`config.mk`:
```
export PLATFORM = sky130hd
export DESIGN_NAME = seq_mult4
export DESIGN_NICKNAME = d
export VERILOG_FILES = /design/src/rtl/seq_mult4_pkg.sv /design/src/rtl/seq_mult4_cla.sv /design/src/rtl/seq_mult4.sv
export SDC_FILE = /design/constraint.sdc
export NUM_CORES = 1
export LEC_CHECK = 0
export ABC_AREA = 1
export BUFFER_PORTS_ARGS = -buffer_cell sky130_fd_sc_hd__buf_2
export CAP_MARGIN = 15
export CORE_AREA = 2 2 50 52
export DETAILED_ROUTE_END_ITERATION = 8
export DIE_AREA = 0 0 52 54
export PLACE_DENSITY_LB_ADDON = 0.3
export SLEW_MARGIN = 20
export SYNTH_ARGS = -nofsm -noshare
export SYNTH_HDL_FRONTEND = slang
export SYNTH_SLANG_ARGS = --single-unit
export TNS_END_PERCENT = 100
```
`constraint.sdc`:
```
create_clock -name clk -period 4.15 [get_ports clk]
set_input_delay 0.83 -clock clk [delete_from_list [all_inputs] [get_ports clk]]
set_output_delay 0.83 -clock clk [all_outputs]
set_load 0.005 [all_outputs]
```
`src/rtl/seq_mult4_pkg.sv`:
```
// Shared constants for the sequential 4x4 shift-and-add multiplier.
// Holds the operand width, counter width and FSM state encodings.
package seq_mult4_pkg;

    localparam int WIDTH = 4;
    localparam int CNT_W = 3;

    typedef enum logic [1:0] {
        IDLE = 2'd0,
        RUN  = 2'd1,
        DONE = 2'd2
    } state_t;

endpackage

```
`src/rtl/seq_mult4_cla.sv`:
```
// 4-bit carry-lookahead adder with a 5-bit sum (bit 4 is the carry out).
// Used unchanged by seq_mult4 for every partial-product addition.
module cla (
    output logic [4:0] sum,
    input  logic [3:0] a,
    input  logic [3:0] b,
    input  logic       cin
);

    logic [3:0] g;
    logic [3:0] p;
    logic [4:0] c;

    assign g = a & b;
    assign p = a ^ b;

    // Carries are flattened so no stage ripples through the previous one.
    assign c[0] = cin;
    assign c[1] = g[0] | (p[0] & cin);
    assign c[2] = g[1] | (p[1] & g[0]) | (p[1] & p[0] & cin);
    assign c[3] = g[2] | (p[2] & g[1]) | (p[2] & p[1] & g[0])
                | (p[2] & p[1] & p[0] & cin);
    assign c[4] = g[3] | (p[3] & g[2]) | (p[3] & p[2] & g[1])
                | (p[3] & p[2] & p[1] & g[0])
                | (p[3] & p[2] & p[1] & p[0] & cin);

    assign sum = {c[4], p ^ c[3:0]};

endmodule

```
`src/rtl/seq_mult4.sv`:
```
// Sequential 4x4 unsigned shift-and-add multiplier driving a single cla adder.
// One add plus right shift per clock; start/busy/done handshake, registered outputs.
module seq_mult4
    import seq_mult4_pkg::*;
(
    input  logic                 clk,
    input  logic                 reset,
    input  logic                 start,
    input  logic [WIDTH-1:0]     a,
    input  logic [WIDTH-1:0]     b,
    output logic                 busy,
    output logic                 done,
    output logic [2*WIDTH-1:0]   product
);

    state_t           state;
    logic [WIDTH-1:0] acc_hi;
    logic [WIDTH-1:0] mq;
    logic [WIDTH-1:0] mcand;
    logic [CNT_W-1:0] count;

    logic [WIDTH-1:0] addend;
    logic [WIDTH:0]   sum;
    logic [2*WIDTH-1:0] shifted;

    // A zero multiplier bit still adds zero through the adder; there is no bypass.
    assign addend  = mq[0] ? mcand : '0;
    assign shifted = {sum, mq[WIDTH-1:1]};

    cla u_cla (
        .sum (sum),
        .a   (acc_hi),
        .b   (addend),
        .cin (1'b0)
    );

    always_ff @(posedge clk or posedge reset) begin
        if (reset) begin
            state   <= IDLE;
            busy    <= 1'b0;
            done    <= 1'b0;
            product <= '0;
            acc_hi  <= '0;
            mq      <= '0;
            mcand   <= '0;
            count   <= '0;
        end else begin
            unique case (state)
                IDLE: begin
                    done <= 1'b0;
                    if (start) begin
                        mcand  <= a;
                        mq     <= b;
                        acc_hi <= '0;
                        count  <= '0;
                        busy   <= 1'b1;
                        state  <= RUN;
                    end
                end
                RUN: begin
                    acc_hi <= shifted[2*WIDTH-1:WIDTH];
                    mq     <= shifted[WIDTH-1:0];
                    count  <= count + 1'b1;
                    if (count == CNT_W'(WIDTH - 1)) begin
                        product <= shifted;
                        done    <= 1'b1;
                        busy    <= 1'b0;
                        state   <= DONE;
                    end
                end
                DONE: begin
                    done  <= 1'b0;
                    state <= IDLE;
                end
                default: begin
                    state <= IDLE;
                    busy  <= 1'b0;
                    done  <= 1'b0;
                end
            endcase
        end
    end

endmodule
```
* After elaboration in Yosys (flattened, before gate mapping)
Index checks and enable logic that the tools add are counted. W data, S select, Z words.
Cells by class: add/subtract/negate cells 1, equality and inequality tests 5, multiplexer cells 15, bitwise operators 19, reductions and logical operators 7
Operators by type and width (number):
- $pmux W4 S2 | 2
- $mux W4 | 3
- $and A1 B1 Y1 | 9
- $reduce_and A2 Y1 | 4
- $xor A4 B4 Y4 | 2
- $or A1 B1 Y1 | 6
- $pmux W3 S2 | 1
- $and A4 B4 Y4 | 1
- $mux W1 | 4
- $mux W2 | 2
- $ne A2 B2 Y1 const B | 2
- $pmux W2 S2 | 1
- $add A3 B1 Y3 const B | 1
- $eq A3 B2 Y1 const B | 1
- $mux W3 | 1
- $pmux W1 S3 | 1
- $reduce_and A3 Y1 | 1
- $eq A2 B1 Y1 const B | 1
- $eq A2 B2 Y1 const B | 1
- $logic_not A2 Y1 | 1
- $reduce_bool A2 Y1 | 1
- $not A1 Y1 | 1
Storage, ports and cells: register bits 27, bits of input ports 11, output and inout bits 10, word-level logic and storage cells 55

* Longest topological paths before layout
depth in word-level cells 7, depth in mapped cells 8, gate-level depth less buffers 8

* By module
From an unflattened synthesis, not the netlist that was laid out.
Unflattened totals: cells, all modules 168, area total of the unflattened synthesis 1371.3 µm²
By module, submodules not included:
- seq_mult4 | instances 1, cells an instance 137, area an instance 1182.4 µm², seq. area each 675.6 µm²
- cla | instances 1, cells an instance 31, area an instance 188.9 µm², seq. area each 0.0 µm²

* Least setup slack after synthesis
OpenSTA, ideal clock, no wires.
path kind register to register, start point register mq[0], end point register product[5], library setup time 116 ps, arrival 1334 ps, data required time 4034 ps, path slack 2700 ps, stages on the path, launching flop included 8, buffers on the path 0, clock period less this slack 1450 ps, cells stage by stage dfrtp_1 nand2_1 inv_1 ha_1 fa_1 xor2_1 nand2_1 nand2_1
Between the ends: longest elaborated chain between the ends 5, elaborated cells between the ends (all ways) 6, those cells by class mux: 1; bitwise: 5
Ends and longest elaborated chain:
- from (decl) | RTL line seq_mult4.sv:18 | logic [WIDTH-1:0] mq;
- from (signal assigned) | RTL line seq_mult4.sv:62 | mq <= shifted[WIDTH-1:0];
- $mux W4 (*) | RTL line seq_mult4.sv:27 | assign addend = mq[0] ? mcand : '0;
- $xor A4 B4 Y4 / $and A4 B4 Y4 (equally long branches) | RTL line seq_mult4_cla.sv:15, seq_mult4_cla.sv:14
- $and A1 B1 Y1 | RTL line seq_mult4_cla.sv:20 | assign c[2] = g[1] | (p[1] & g[0]) | (p[1] & p[0] & cin);
- $or A1 B1 Y1 | RTL line seq_mult4_cla.sv:20
- $xor A4 B4 Y4 (*) | RTL line seq_mult4_cla.sv:27 | assign sum = {c[4], p ^ c[3:0]};
- to (signal assigned) | RTL line seq_mult4.sv:65 | product <= shifted;
- to (decl) | RTL line seq_mult4.sv:13 | output logic [2*WIDTH-1:0] product
Mark *: on every way between the ends. The rest lies on a longest branch, timed or not. A chain may end at the register's enable or synchronous reset.

* Final worst setup path
start point register done, end point output done
RTL lines:
- from (decl) | RTL line seq_mult4.sv:12 | output logic done,
- from (signal assigned) | RTL line seq_mult4.sv:41 | done <= 1'b0;
- from (signal assigned) | RTL line seq_mult4.sv:50 | done <= 1'b0;
- from (signal assigned) | RTL line seq_mult4.sv:66 | done <= 1'b1;
No word-level cell between the ends.

==> flow_summary.yaml <==
status:
  outcome: "finished, final reports clean"
synthesis:
  yosysWarnings: 0
  yosysUniqueCellTypes: 22
  ys_seq_elements: 27
  synth_nets: 159
  postSynthAreaPerCell_um2: 9.016
  syn_area_um2: 1271
  yosysSeqAreaShare: 0.5315
  netlist_instances: 141
die:
  num_io_pins: 21
  num_rows: 18
  coreArea_um2: 2320
  die_y_um: 54
  initial_core_util: 0.5480
  dieArea_um2: 2808
  fp.dieW_um: 52
placement:
  dp_cells: 190
  dp_hpwl_um: 1719
  port-buffer-count: 20
  gp_congestion: 0.7866
critical_path:
  crit_type: "reg2out"
  crit_buf_inv: 1
  crit_family: "flip-flops"
  critPathMaxFanout: 2
  critPathArrivalTime_ns: 0.87
  critical-path-max-stage-delay_ns: 0.42
  startpoint_type: "flip-flop"
  crit_required_ns: 3.32
  critPathSlowestCell: "dfrtp_1"
  crit_chain: "buf_2"
  worstSetupEndpointType: "output port"
final_layout:
  syn_to_final_growth_pct: 12.30
  fin_cells: 194
  fillers: 201
  multi_input_area_um2: 520.5
  fin_nets: 183
  utilization: 0.6154
  drive_above_1_share: 0.2134
  regArea_um2: 675.6
  antenna_cells: 0
cts:
  cts_tree: "yes"
  clockBufferDepth: 2
  post_cts_buffers: 0
  hold_buffers: 0
  cts_root_buf: "clkbuf_4"
  clk_latency_ns: 0.32
  htree_levels: 1
  path_clk_slew_ns: 0.15
  cts.sinks: 27
  numCtsBuffers: 3
  ctsResizeCount: 0
drt:
  via_per_inst: 4.907
  drt_first_pass_iters: 4
  routed_wl_um: 2273
  vias: 952
  antenna_left: 0
  drtIter0Drc: 13
  route.detailed.wl_per_inst_um: 11.72
  drc: 0
timing:
  fin_crit_sh: 0.4091
  timing.hold.ws_ns: 0.4877
  hold_viol: 0
  slew_violations: 0
  slew_headroom: 0.3722
  rsz0062_at_grt: "false"
  setup_viol: 0
  fin_crit_ns: 1.698
  finalSetupTns_ns: 0
  worst_slew_pin_slew_ns: 0.9359
  timing.fmax_mhz: 589.0
  finClkSkew_ns: 0.003106
run:
  maxCapViolCount: 0
worst_hold_path:
  hold_path_class: "reg2reg"
global_route:
  grtUsageTotal: 0.1873
  grt_pass1_vias: 872
  grt_max_degree: 28
  grt-ovfl-total: 0
  grt_pass1_wl_um: 3815
  antenna_found_initial: 0
power_and_ir_drop:
  power.static_leakage_nw: 0.7958
  powerDensity_nw_per_um2: 720.5
  ir_drop_uv: 444.1
==> synth_stat cells <==
cell type  count  area share
nand2_2        2      0.0098
inv_4          1      0.0049
a22o_2         1      0.0079
dfrtp_1       27        0.53
o22ai_1        5       0.025
o21ai_0        6       0.024
inv_6          1      0.0069
fa_1           1       0.016
a21oi_1        2      0.0079
nand3_1        6       0.024
o21ai_2        1      0.0069
nand2_4        1      0.0089
inv_2          2      0.0059
nand4_1        1      0.0049
ha_1           6       0.059
xor2_1         1      0.0069
nand2_8        1       0.016
nor2_1        12       0.035
inv_1         11       0.032
buf_6          1      0.0089
nand3_2        1      0.0079
nand2_1       51        0.15
==> cell usage in the layout (no fill, tap or decap) <==
| cell type | n |
|---|---|
| inv_6 | 1 |
| o21ai_0 | 6 |
| ha_1 | 6 |
| nand3_2 | 1 |
| dfrtp_1 | 27 |
| fa_1 | 1 |
| nand3_1 | 6 |
| inv_4 | 1 |
| a21oi_1 | 2 |
| clkinv_1 | 1 |
| o21ai_2 | 1 |
| clkbuf_4 | 3 |
| xor2_1 | 1 |
| o22ai_1 | 5 |
| nand2_1 | 51 |
| a22o_2 | 1 |
| inv_2 | 2 |
| nand2_4 | 1 |
| nor2_1 | 12 |
| buf_2 | 20 |
| nand4_1 | 1 |
| nand2_8 | 1 |
| inv_1 | 10 |
| nand2_2 | 2 |
| clkinvlp_4 | 1 |
==> state kept, by name, summed over array words and instances, names as in the netlist <==
name,flops
state,2
busy,1
mq,4
count,3
acc_hi,4
product,8
mcand,4
done,1
==> layout make-up <==
class	instances	share of cell area
Clock buffer	3	0.01578
Multi-Input combinational cell	98	0.3646
Tap cell	30	0.02629
Sequential cell	27	0.4733
Timing Repair Buffer	20	0.07011
Clock inverter	1	0.005259
Inverter	15	0.04470
==> report_power, final <==
| part | switching [mW] | internal [mW] | leakage, nW |
|---|---|---|---|
| clock | 0.0791 | 0.0367 | 0.0139 |
| combinational | 0.281 | 0.183 | 0.445 |
| sequential | 0.0718 | 0.377 | 0.337 |
| total | 0.432 | 0.597 | 0.796 |
==> metrics by stage <==
step	total power [mW]	instance area, µm²	worst slack (ns)
floorplan	0.7988	1271	2.700
global placement	0.8962	1398	2.436
detailed placement	0.9229	1398	2.392
CTS	1.036	1428	2.444
global route	1.132	1428	2.398
finish	1.029	1428	2.452
==> kinds of logic after synthesis <==
| family | count (synthesis) | share of synthesized area |
|---|---|---|
| simple gates | 75 | 0.2569 |
| flops | 27 | 0.5315 |
| buf+inv | 16 | 0.05906 |
| compound gates | 15 | 0.07087 |
| fa+ha+maj | 7 | 0.07480 |
| xor+xnor | 1 | 0.006891 |
==> worst paths after layout <==
path                                             start                     end  slack [ns]  cells past startpoint
worst max-delay path                  done$_DFFE_PP0P_                    done        2.45                      1
worst min-delay path            product[2]$_DFFE_PP0P_  product[2]$_DFFE_PP0P_        0.49                      2
worst max register to register       mq[0]$_DFFE_PP0P_   acc_hi[1]$_DFFE_PP0P_        2.54                      7
worst min register to register  product[2]$_DFFE_PP0P_  product[2]$_DFFE_PP0P_        0.49                      2
max in group asynchronous                        reset        busy$_DFFE_PP0P_        3.15                      2
min in group asynchronous                        reset  product[7]$_DFFE_PP0P_        0.58                      2
==> routing by layer <==
layer | vias to the layer above | GRT usage | routed length (µm)
met5 | - | 0 | 0
met4 | 0 | 0.03947 | 13
met3 | 2 | 0.03333 | 58
met2 | 14 | 0.3186 | 1112
met1 | 442 | 0.2513 | 1089
li1 | 494 | - | -
Power figures use the tool's default switching activity.
